**config.mk**
```make
export PLATFORM = sky130hd
export DESIGN_NAME = kws_frame_scheduler
export DESIGN_NICKNAME = d
export VERILOG_FILES = /design/src/rtl/kws_frame_scheduler.sv
export SDC_FILE = /design/constraint.sdc
export NUM_CORES = 1
export LEC_CHECK = 0
export CORE_AREA = 8 8 113 115
export CTS_CLUSTER_DIAMETER = 80
export DETAILED_ROUTE_END_ITERATION = 6
export DIE_AREA = 0 0 121 123
export HOLD_SLACK_MARGIN = 0.15
export MAX_ROUTING_LAYER = met4
export PLACE_DENSITY_LB_ADDON = 0.12
export SYNTH_ARGS = -nofsm -noshare
export SYNTH_HDL_FRONTEND = slang
export SYNTH_SLANG_ARGS = --single-unit
```
**constraint.sdc**
```tcl
create_clock -name clk -period 3.04 [get_ports clk]
set_input_delay 0.912 -clock clk [delete_from_list [all_inputs] [get_ports clk]]
set_output_delay 0.912 -clock clk [all_outputs]
set_load 0.05 [all_outputs]
```
**src/rtl/kws_frame_scheduler.sv**
```systemverilog
// KWS frame scheduler: writes audio into a circular buffer, tracks
// overlapping frames and sequences the CNN accelerator start/done handshake.
module kws_frame_scheduler #(
  parameter int FRAME_LEN   = 256,
  parameter int HOP_LEN     = 128,
  parameter int BUF_DEPTH   = 1024,
  parameter int TIMEOUT_CYC = 1048576
) (
  input  logic                         clk,
  input  logic                         rst_n,
  input  logic                         enable,
  input  logic                         clr_err,
  input  logic [15:0]                  audio_sample,
  input  logic                         sample_valid,
  output logic                         wr_en,
  output logic [$clog2(BUF_DEPTH)-1:0] wr_addr,
  output logic [15:0]                  wr_data,
  output logic                         accel_start,
  output logic [$clog2(BUF_DEPTH)-1:0] frame_base,
  input  logic                         accel_done,
  output logic                         busy,
  output logic                         irq,
  output logic [15:0]                  frame_count,
  output logic [7:0]                   overrun_count,
  output logic                         timeout_err
);

  localparam int AW = $clog2(BUF_DEPTH);
  localparam int FW = $clog2(FRAME_LEN + 1);
  localparam int HW = $clog2(HOP_LEN + 1);
  localparam int TW = $clog2(TIMEOUT_CYC + 1);

  localparam logic [FW-1:0] FL   = FW'(FRAME_LEN);
  localparam logic [HW-1:0] HL   = HW'(HOP_LEN);
  localparam logic [TW-1:0] TL   = TW'(TIMEOUT_CYC - 1);
  localparam logic [AW-1:0] BOFF = AW'(FRAME_LEN % BUF_DEPTH);

  typedef enum logic [1:0] {
    S_DIS,
    S_ARM,
    S_RUN
  } state_t;

  state_t        r_state;
  state_t        w_state_nxt;

  logic [AW-1:0] r_wptr;
  logic [FW-1:0] r_fill_cnt;
  logic [HW-1:0] r_hop_cnt;
  logic          r_pending;
  logic [AW-1:0] r_pend_base;

  logic          r_wr_en;
  logic [AW-1:0] r_wr_addr;
  logic [15:0]   r_wr_data;
  logic          r_accel_start;
  logic [AW-1:0] r_frame_base;
  logic          r_irq;
  logic [15:0]   r_frame_count;
  logic [7:0]    r_overrun_count;
  logic          r_timeout_err;
  logic [TW-1:0] r_wdog;

  logic          w_acc;
  logic          w_filling;
  logic          w_evt;
  logic          w_ovr;
  logic [AW-1:0] w_wptr_nxt;
  logic          w_take;
  logic          w_done;
  logic          w_tmo;

  assign w_acc      = enable & sample_valid;
  assign w_filling  = (r_fill_cnt != FL);
  assign w_wptr_nxt = r_wptr + AW'(1);

  // Before the first frame the fill count decides; afterwards the hop count.
  assign w_evt = w_acc & (w_filling ? (r_fill_cnt + FW'(1) == FL)
                                    : (r_hop_cnt + HW'(1) == HL));

  // The frame being launched this cycle is not counted as dropped.
  assign w_ovr = w_evt & r_pending & ~w_take;

  always_comb begin
    w_state_nxt = r_state;
    w_take      = 1'b0;
    w_done      = 1'b0;
    w_tmo       = 1'b0;
    if (!enable) begin
      w_state_nxt = S_DIS;
    end else begin
      unique case (r_state)
        S_DIS: w_state_nxt = S_ARM;
        S_ARM: begin
          if (r_pending) begin
            w_take      = 1'b1;
            w_state_nxt = S_RUN;
          end
        end
        S_RUN: begin
          if (accel_done) begin
            w_done      = 1'b1;
            w_state_nxt = S_ARM;
          end else if (r_wdog == TL) begin
            w_tmo       = 1'b1;
            w_state_nxt = S_ARM;
          end
        end
        default: w_state_nxt = S_DIS;
      endcase
    end
  end

  always_ff @(posedge clk or negedge rst_n) begin
    if (!rst_n) begin
      r_wptr      <= '0;
      r_fill_cnt  <= '0;
      r_hop_cnt   <= '0;
      r_pending   <= 1'b0;
      r_pend_base <= '0;
      r_wr_en     <= 1'b0;
      r_wr_addr   <= '0;
      r_wr_data   <= '0;
    end else if (!enable) begin
      r_wptr     <= '0;
      r_fill_cnt <= '0;
      r_hop_cnt  <= '0;
      r_pending  <= 1'b0;
      r_wr_en    <= 1'b0;
    end else begin
      r_wr_en <= w_acc;
      if (w_acc) begin
        r_wr_addr <= r_wptr;
        r_wr_data <= audio_sample;
        r_wptr    <= w_wptr_nxt;
        if (w_filling) r_fill_cnt <= r_fill_cnt + FW'(1);
        r_hop_cnt <= (w_evt || w_filling) ? '0 : r_hop_cnt + HW'(1);
      end
      if (w_evt) begin
        r_pending   <= 1'b1;
        r_pend_base <= w_wptr_nxt - BOFF;
      end else if (w_take) begin
        r_pending <= 1'b0;
      end
    end
  end

  always_ff @(posedge clk or negedge rst_n) begin
    if (!rst_n) begin
      r_state         <= S_DIS;
      r_accel_start   <= 1'b0;
      r_frame_base    <= '0;
      r_irq           <= 1'b0;
      r_frame_count   <= '0;
      r_overrun_count <= '0;
      r_timeout_err   <= 1'b0;
      r_wdog          <= '0;
    end else begin
      r_state       <= w_state_nxt;
      r_accel_start <= w_take;
      r_irq         <= w_done;
      if (w_take) r_frame_base <= r_pend_base;
      if (r_state == S_RUN && w_state_nxt == S_RUN)
        r_wdog <= r_wdog + TW'(1);
      else
        r_wdog <= '0;
      if (w_done) r_frame_count <= r_frame_count + 16'd1;
      if (clr_err) begin
        r_overrun_count <= '0;
        r_timeout_err   <= 1'b0;
      end else begin
        if (w_tmo) r_timeout_err <= 1'b1;
        if (w_ovr && r_overrun_count != 8'hFF)
          r_overrun_count <= r_overrun_count + 8'd1;
      end
    end
  end

  assign wr_en         = r_wr_en;
  assign wr_addr       = r_wr_addr;
  assign wr_data       = r_wr_data;
  assign accel_start   = r_accel_start;
  assign frame_base    = r_frame_base;
  assign busy          = (r_state == S_RUN);
  assign irq           = r_irq;
  assign frame_count   = r_frame_count;
  assign overrun_count = r_overrun_count;
  assign timeout_err   = r_timeout_err;

endmodule

```
Yosys cells after proc, flatten, opt, wreduce, memory -nomap -nowiden
Cells that the tools add are included.
{"block": "word_totals", "register_bits": 125, "input_bits": 22, "out_inout_bits": 65, "word_cells": 81}
{"block": "op_classes", "n_addsub": 7, "n_eq_ne": 11, "mux": 33, "n_bitwise": 5, "n_reduce_logical": 9}
{"operator": "8-bit 2-to-1 mux", "count": 5}
{"operator": "9-bit 2-to-1 mux", "count": 3}
{"operator": "21-bit by 1-bit adder with 21-bit output (second input constant)", "count": 1}
{"operator": "21-bit by 20-bit equality test with 1-bit output (second input constant)", "count": 1}
{"operator": "21-bit 2-to-1 mux", "count": 1}
{"operator": "10-bit 2-to-1 mux", "count": 2}
{"operator": "1-bit 2-to-1 mux", "count": 17}
{"operator": "16-bit by 1-bit adder with 16-bit output (second input constant)", "count": 1}
{"operator": "8-bit by 1-bit adder with 8-bit output (second input constant)", "count": 2}
{"operator": "10-bit by 1-bit adder with 10-bit output (second input constant)", "count": 1}
{"operator": "10-bit by 9-bit subtractor with 10-bit output (second input constant)", "count": 1}
{"operator": "9-bit by 1-bit adder with 9-bit output (second input constant)", "count": 1}
{"operator": "9-bit equality test (second input constant)", "count": 1}
{"operator": "9-bit != test (second input constant)", "count": 1}
{"operator": "8-bit equality test (second input constant)", "count": 1}
{"operator": "2-bit 2-to-1 mux", "count": 4}
{"operator": "8-bit != test (second input constant)", "count": 1}
{"operator": "2-bit case mux with 3 select lines", "count": 1}
{"operator": "2-bit AND reduction", "count": 3}
{"operator": "1-bit AND", "count": 4}
{"operator": "2-bit equality test (second input constant)", "count": 2}
{"operator": "2-bit by 1-bit != test with 1-bit output (second input constant)", "count": 2}
{"operator": "2-bit nonzero test", "count": 2}
{"operator": "3-bit by 1-bit != test with 1-bit output (second input constant)", "count": 1}
{"operator": "other kinds (5)", "count": 6}

Longest topological paths before layout
{"block": "logic_depth", "ltp_word": 9, "ltp_mapped": 10, "mapped_depth_nobuf": 8}

Worst setup path after synthesis
Ideal clock, no wire load.
{"block": "synth_path", "kind": "input-to-reg", "startpoint": "input sample_valid", "endpoint": "register r_pend_base[8]", "setup_time_ns": 0.125, "arrival_ns": 2.495, "required_time_ns": 2.915, "setup_slack_ns": 0.420, "path_stages": 9, "n_path_buf": 3, "path_cell_list": "buf_2 -> nand2_1 -> clkbuf_1 -> inv_1 -> nand3_1 -> a21oi_1 -> a32oi_2 -> buf_2 -> mux2_2"}
{"block": "synth_between", "elab_chain_len": 3}
{"element": "from (decl)", "line_no": "14", "source": "input logic sample_valid,"}
{"element": "1-bit AND", "line_no": "73", "source": "assign w_acc = enable & sample_valid;"}
{"element": "1-bit AND", "line_no": "78", "source": "assign w_evt = w_acc & (w_filling ? (r_fill_cnt + FW'(1) == FL)"}
{"element": "2-bit AND reduction (no line)"}
{"element": "to (signal assigned)", "line_no": "141", "source": "r_pend_base <= w_wptr_nxt - BOFF;"}
{"element": "to (decl)", "line_no": "51", "source": "logic [AW-1:0] r_pend_base;"}
No other way between the ends.
A chain may end at the register's enable or synchronous reset.

Worst setup path in the final report
{"block": "layout_path", "startpoint": "register r_state[1]", "endpoint": "output busy"}
{"block": "layout_between", "elab_chain_len": 1}
{"element": "from (decl)", "line_no": "44", "source": "state_t r_state;"}
{"element": "from (signal assigned)", "line_no": "159", "source": "r_state <= w_state_nxt;"}
{"element": "2-bit equality test", "line_no": "184", "source": "assign busy = (r_state == S_RUN);"}
{"element": "to (decl)", "line_no": "21", "source": "output logic busy,"}
No other way between the ends.

==> results.sh <==
export IMPL_status="completed"
export IMPL_rr_startpoint="r_fill_cnt[0]$_DFFE_PN0P_"
export IMPL_grt_pass1_vias=4503
export IMPL_hpwl_mm=8.68
export IMPL_reg2regPathDepth=8
export IMPL_synth_top_area_cell="dfrtp_1"
export IMPL_routed_wl_mm=12.4
export IMPL_ys_warn_count=0
export IMPL_fillers=863
export IMPL_yosysMostFrequentCell="nand2_1"
export IMPL_syn_avg_cell_area_um2=9.83
export IMPL_skew_ns=0.00547
export IMPL_synth_simple_area_share_pct=24.0
export IMPL_synth_adder_area_share_pct=1.94
export IMPL_drv_slew=0
export IMPL_end_kind="primary output"
export IMPL_nets=720
export IMPL_h_tree_depth=4
export IMPL_setup_viol=0
export IMPL_seq_area_um2=3130
export IMPL_drt_wirelength_per_cell_um=14.7
export IMPL_clkTransAtPathRegs_ns=0.06
export IMPL_gp_congestion=0.841
export IMPL_vdd_ir_drop_worst_mv=0.373
export IMPL_period_share_pct=91.9
export IMPL_syn_nets=621
export IMPL_die_area_um2=14900
export IMPL_synth_edf_count=0
export IMPL_timing_hold_ws_ns=0.461
export IMPL_n_antenna_cell=0
export IMPL_cp_arrival_ns=1.88
export IMPL_multiInputGateArea_um2=2530
export IMPL_io_pins=87
export IMPL_worst_pin_slew_ns=0.792
export IMPL_vias_per_cell=5.28
export IMPL_cts_inserted_buffers=17
export IMPL_hold_buffers=0
export IMPL_fmax_ghz=0.358
export IMPL_r2r_end="r_pend_base[2]$_DFFE_PN0P_"
export IMPL_timing_setup_tns_ns=0
export IMPL_critPathMaxFanout=5
export IMPL_ys_async_sr_fraction_pct=100
export IMPL_synth_top_flop_cell="dfrtp_1"
export IMPL_ant_nets=0
export IMPL_yosysUniqueCellTypes=50
export IMPL_cts_max_path_buffers=2
export IMPL_syn_cell_area_um2=5800
export IMPL_drive_gt1_share_pct=8.97
export IMPL_synth_commonest_cells="nand2_1 (149), dfrtp_1 (125), xnor2_1 (34), nor2_1 (30), xor2_1 (24)"
export IMPL_hold_start="r_pend_base[1]$_DFFE_PN0P_"
export IMPL_grt_pass1_wl_mm=21.4
export IMPL_period_needed_ns=2.79
export IMPL_die_y_um=123
export IMPL_muxShareOfSynthArea_pct=2.67
export IMPL_hold_end="frame_base[1]$_DFFE_PN0P_"
export IMPL_drt_initial_drc_count=308
export IMPL_core_um2=11100
export IMPL_dr_pass1_iters=5
export IMPL_cap_violations=0
export IMPL_drc=0
export IMPL_overflow=0
export IMPL_holdCritPathClass="flip-flop to flip-flop"
export IMPL_synthCells=590
export IMPL_maxSlewHeadroom_pct=47.2
export IMPL_p_per_area_nw_per_um2=535
export IMPL_antenna_found_initial=0
export IMPL_synth_compound_area_share_pct=6.10
export IMPL_grt_max_degree=45
export IMPL_reg2reg_slack_ns=0.36
export IMPL_vias=4464
export IMPL_utilization_pct=67.3
export IMPL_hold_viol=0
export IMPL_synth_xor_area_share_pct=8.76
export IMPL_post_cts_setup_buffer_count=0
export IMPL_start_util_pct=52.4
export IMPL_power_mw=3.99
export IMPL_track_usage_pct=18.4
export IMPL_grt_setup_unrepaired="no"
export IMPL_critical_path_class="flip-flop to primary output"
export IMPL_cts_root_buf="clkbuf_16"
export IMPL_ctsResizeCount=0
export IMPL_ys_ff_latch=125
export IMPL_num_rows=39
export IMPL_port_buffers=86
export IMPL_min_path_cells=2
export IMPL_synth_top_family_by_area="simple AND/OR/NAND/NOR gates"
export IMPL_crit_path_start_kind="flip-flop"
export IMPL_cts_tree="done"
export IMPL_clock_sinks=125
export IMPL_ys_seq_area_share_pct=53.9
export IMPL_die_w_um=121
export IMPL_required_ns=2.13
export IMPL_synthTopCellsByArea="dfrtp_1 (54%), nand2_1 (9.6%), xnor2_1 (5.1%)"
export IMPL_yosysTopAreaCellShare_pct=53.9
export IMPL_area_growth_pct=28.5
export IMPL_clkLatencyLatePin_ns=0.41
export IMPL_power_leakage_nw=3.46
-- cells by family (layout without fill, tap and decap cells) --
family | count (synthesis) | after routing
adder cells (fa/ha/maj) | 9 | 9
multiplexers | 14 | 14
AND/OR/NAND/NOR | 293 | 293
buffers and inverters | 35 | 147
AO/OA/AOI/OAI | 56 | 56
flip-flops | 125 | 125
XOR/XNOR | 58 | 58
-- where the power goes --
part | internal, mW | total (mW) | switching (mW) | leakage [nW]
Sequential | 1.70 | 1.73 | 0.0277 | 1.70
Combinational | 0.111 | 0.329 | 0.218 | 1.49
Clock | 1.22 | 1.93 | 0.710 | 0.269
Total | 3.03 | 3.99 | 0.956 | 3.46
-- worst max-delay path by stage --
stage / to / startpoint / depth (start not counted)
finish: busy / r_state[1]$_DFF_PN0_ / 2
global route: r_pend_base[2]$_DFFE_PN0P_ / r_fill_cnt[0]$_DFFE_PN0P_ / 8
detailed placement: r_pend_base[2]$_DFFE_PN0P_ / sample_valid / 7
global placement: r_pend_base[5]$_DFFE_PN0P_ / enable / 8
CTS: r_pend_base[2]$_DFFE_PN0P_ / r_fill_cnt[0]$_DFFE_PN0P_ / 8
floorplan: r_pend_base[8]$_DFFE_PN0P_ / sample_valid / 9
-- cell type report --
type                            count  area share [%]
Inverter                           14           0.705
Clock inverter                     11            1.59
Sequential cell                   125            42.0
Multi-Input combinational cell    430            33.9
Clock buffer                       21            6.04
Timing Repair Buffer              101            13.4
Tap cell                          143            2.40
-- sequential cells by signal (all words and copies together) (netlist names), 2 cells and up --
signal,cells
r_pend_base,10
r_wptr,10
r_state,2
r_wdog,21
wr_data,16
frame_count,16
frame_base,10
r_hop_cnt,8
r_fill_cnt,9
wr_addr,10
overrun_count,8
-- routing by layer --
layer	vias to the layer above	track usage (%)	wire (µm)
met1	2144	22.4	5780
met2	127	28.0	5540
met4	0	7.49	231
met3	22	5.71	871
met5	-	-	0
li1	2171	-	-
-- through the flow --
stage / cells / setup WS [ns] / instance area [µm²]
floorplan: 590 / 0.420 / 5800
global placement: 813 / 0.00418 / 6880
detailed placement: 813 / -0.0791 / 6880
CTS: 845 / 0.219 / 7440
global route: 845 / 0.140 / 7460
finish: 845 / 0.247 / 7460
-- worst max-delay path: stages (launching register included) --
cell	delay, ns
dfrtp_1	0.39
nor2b_1	0.24
clkdlybuf4s50_1	0.85
-- cell usage in the layout, fill, tap and decap left out, types with 2 or more instances in the layout --
cell and n:
inv_1 13, o21ai_0 18, buf_4 14, nor4b_1 2, clkbuf_1 3, mux2_2 12, clkinv_2 4, nand2b_1 4
nand2_1 149, bufinv_16 2, a21o_1 2, a21oi_1 19, clkdlybuf4s50_1 85, nor2_1 30, and3_1 13, clkinvlp_4 4
clkbuf_16 17, xnor2_1 34, nand3_1 23, xor2_1 24, nand4_1 15, nor3_1 6, mux2i_1 2, nor2b_1 7
and4_1 5, and2_1 21, buf_12 2, a31oi_1 4, or3_1 10, dfrtp_1 125, ha_1 9
No activity file was read; power rests on OpenSTA's default activity.
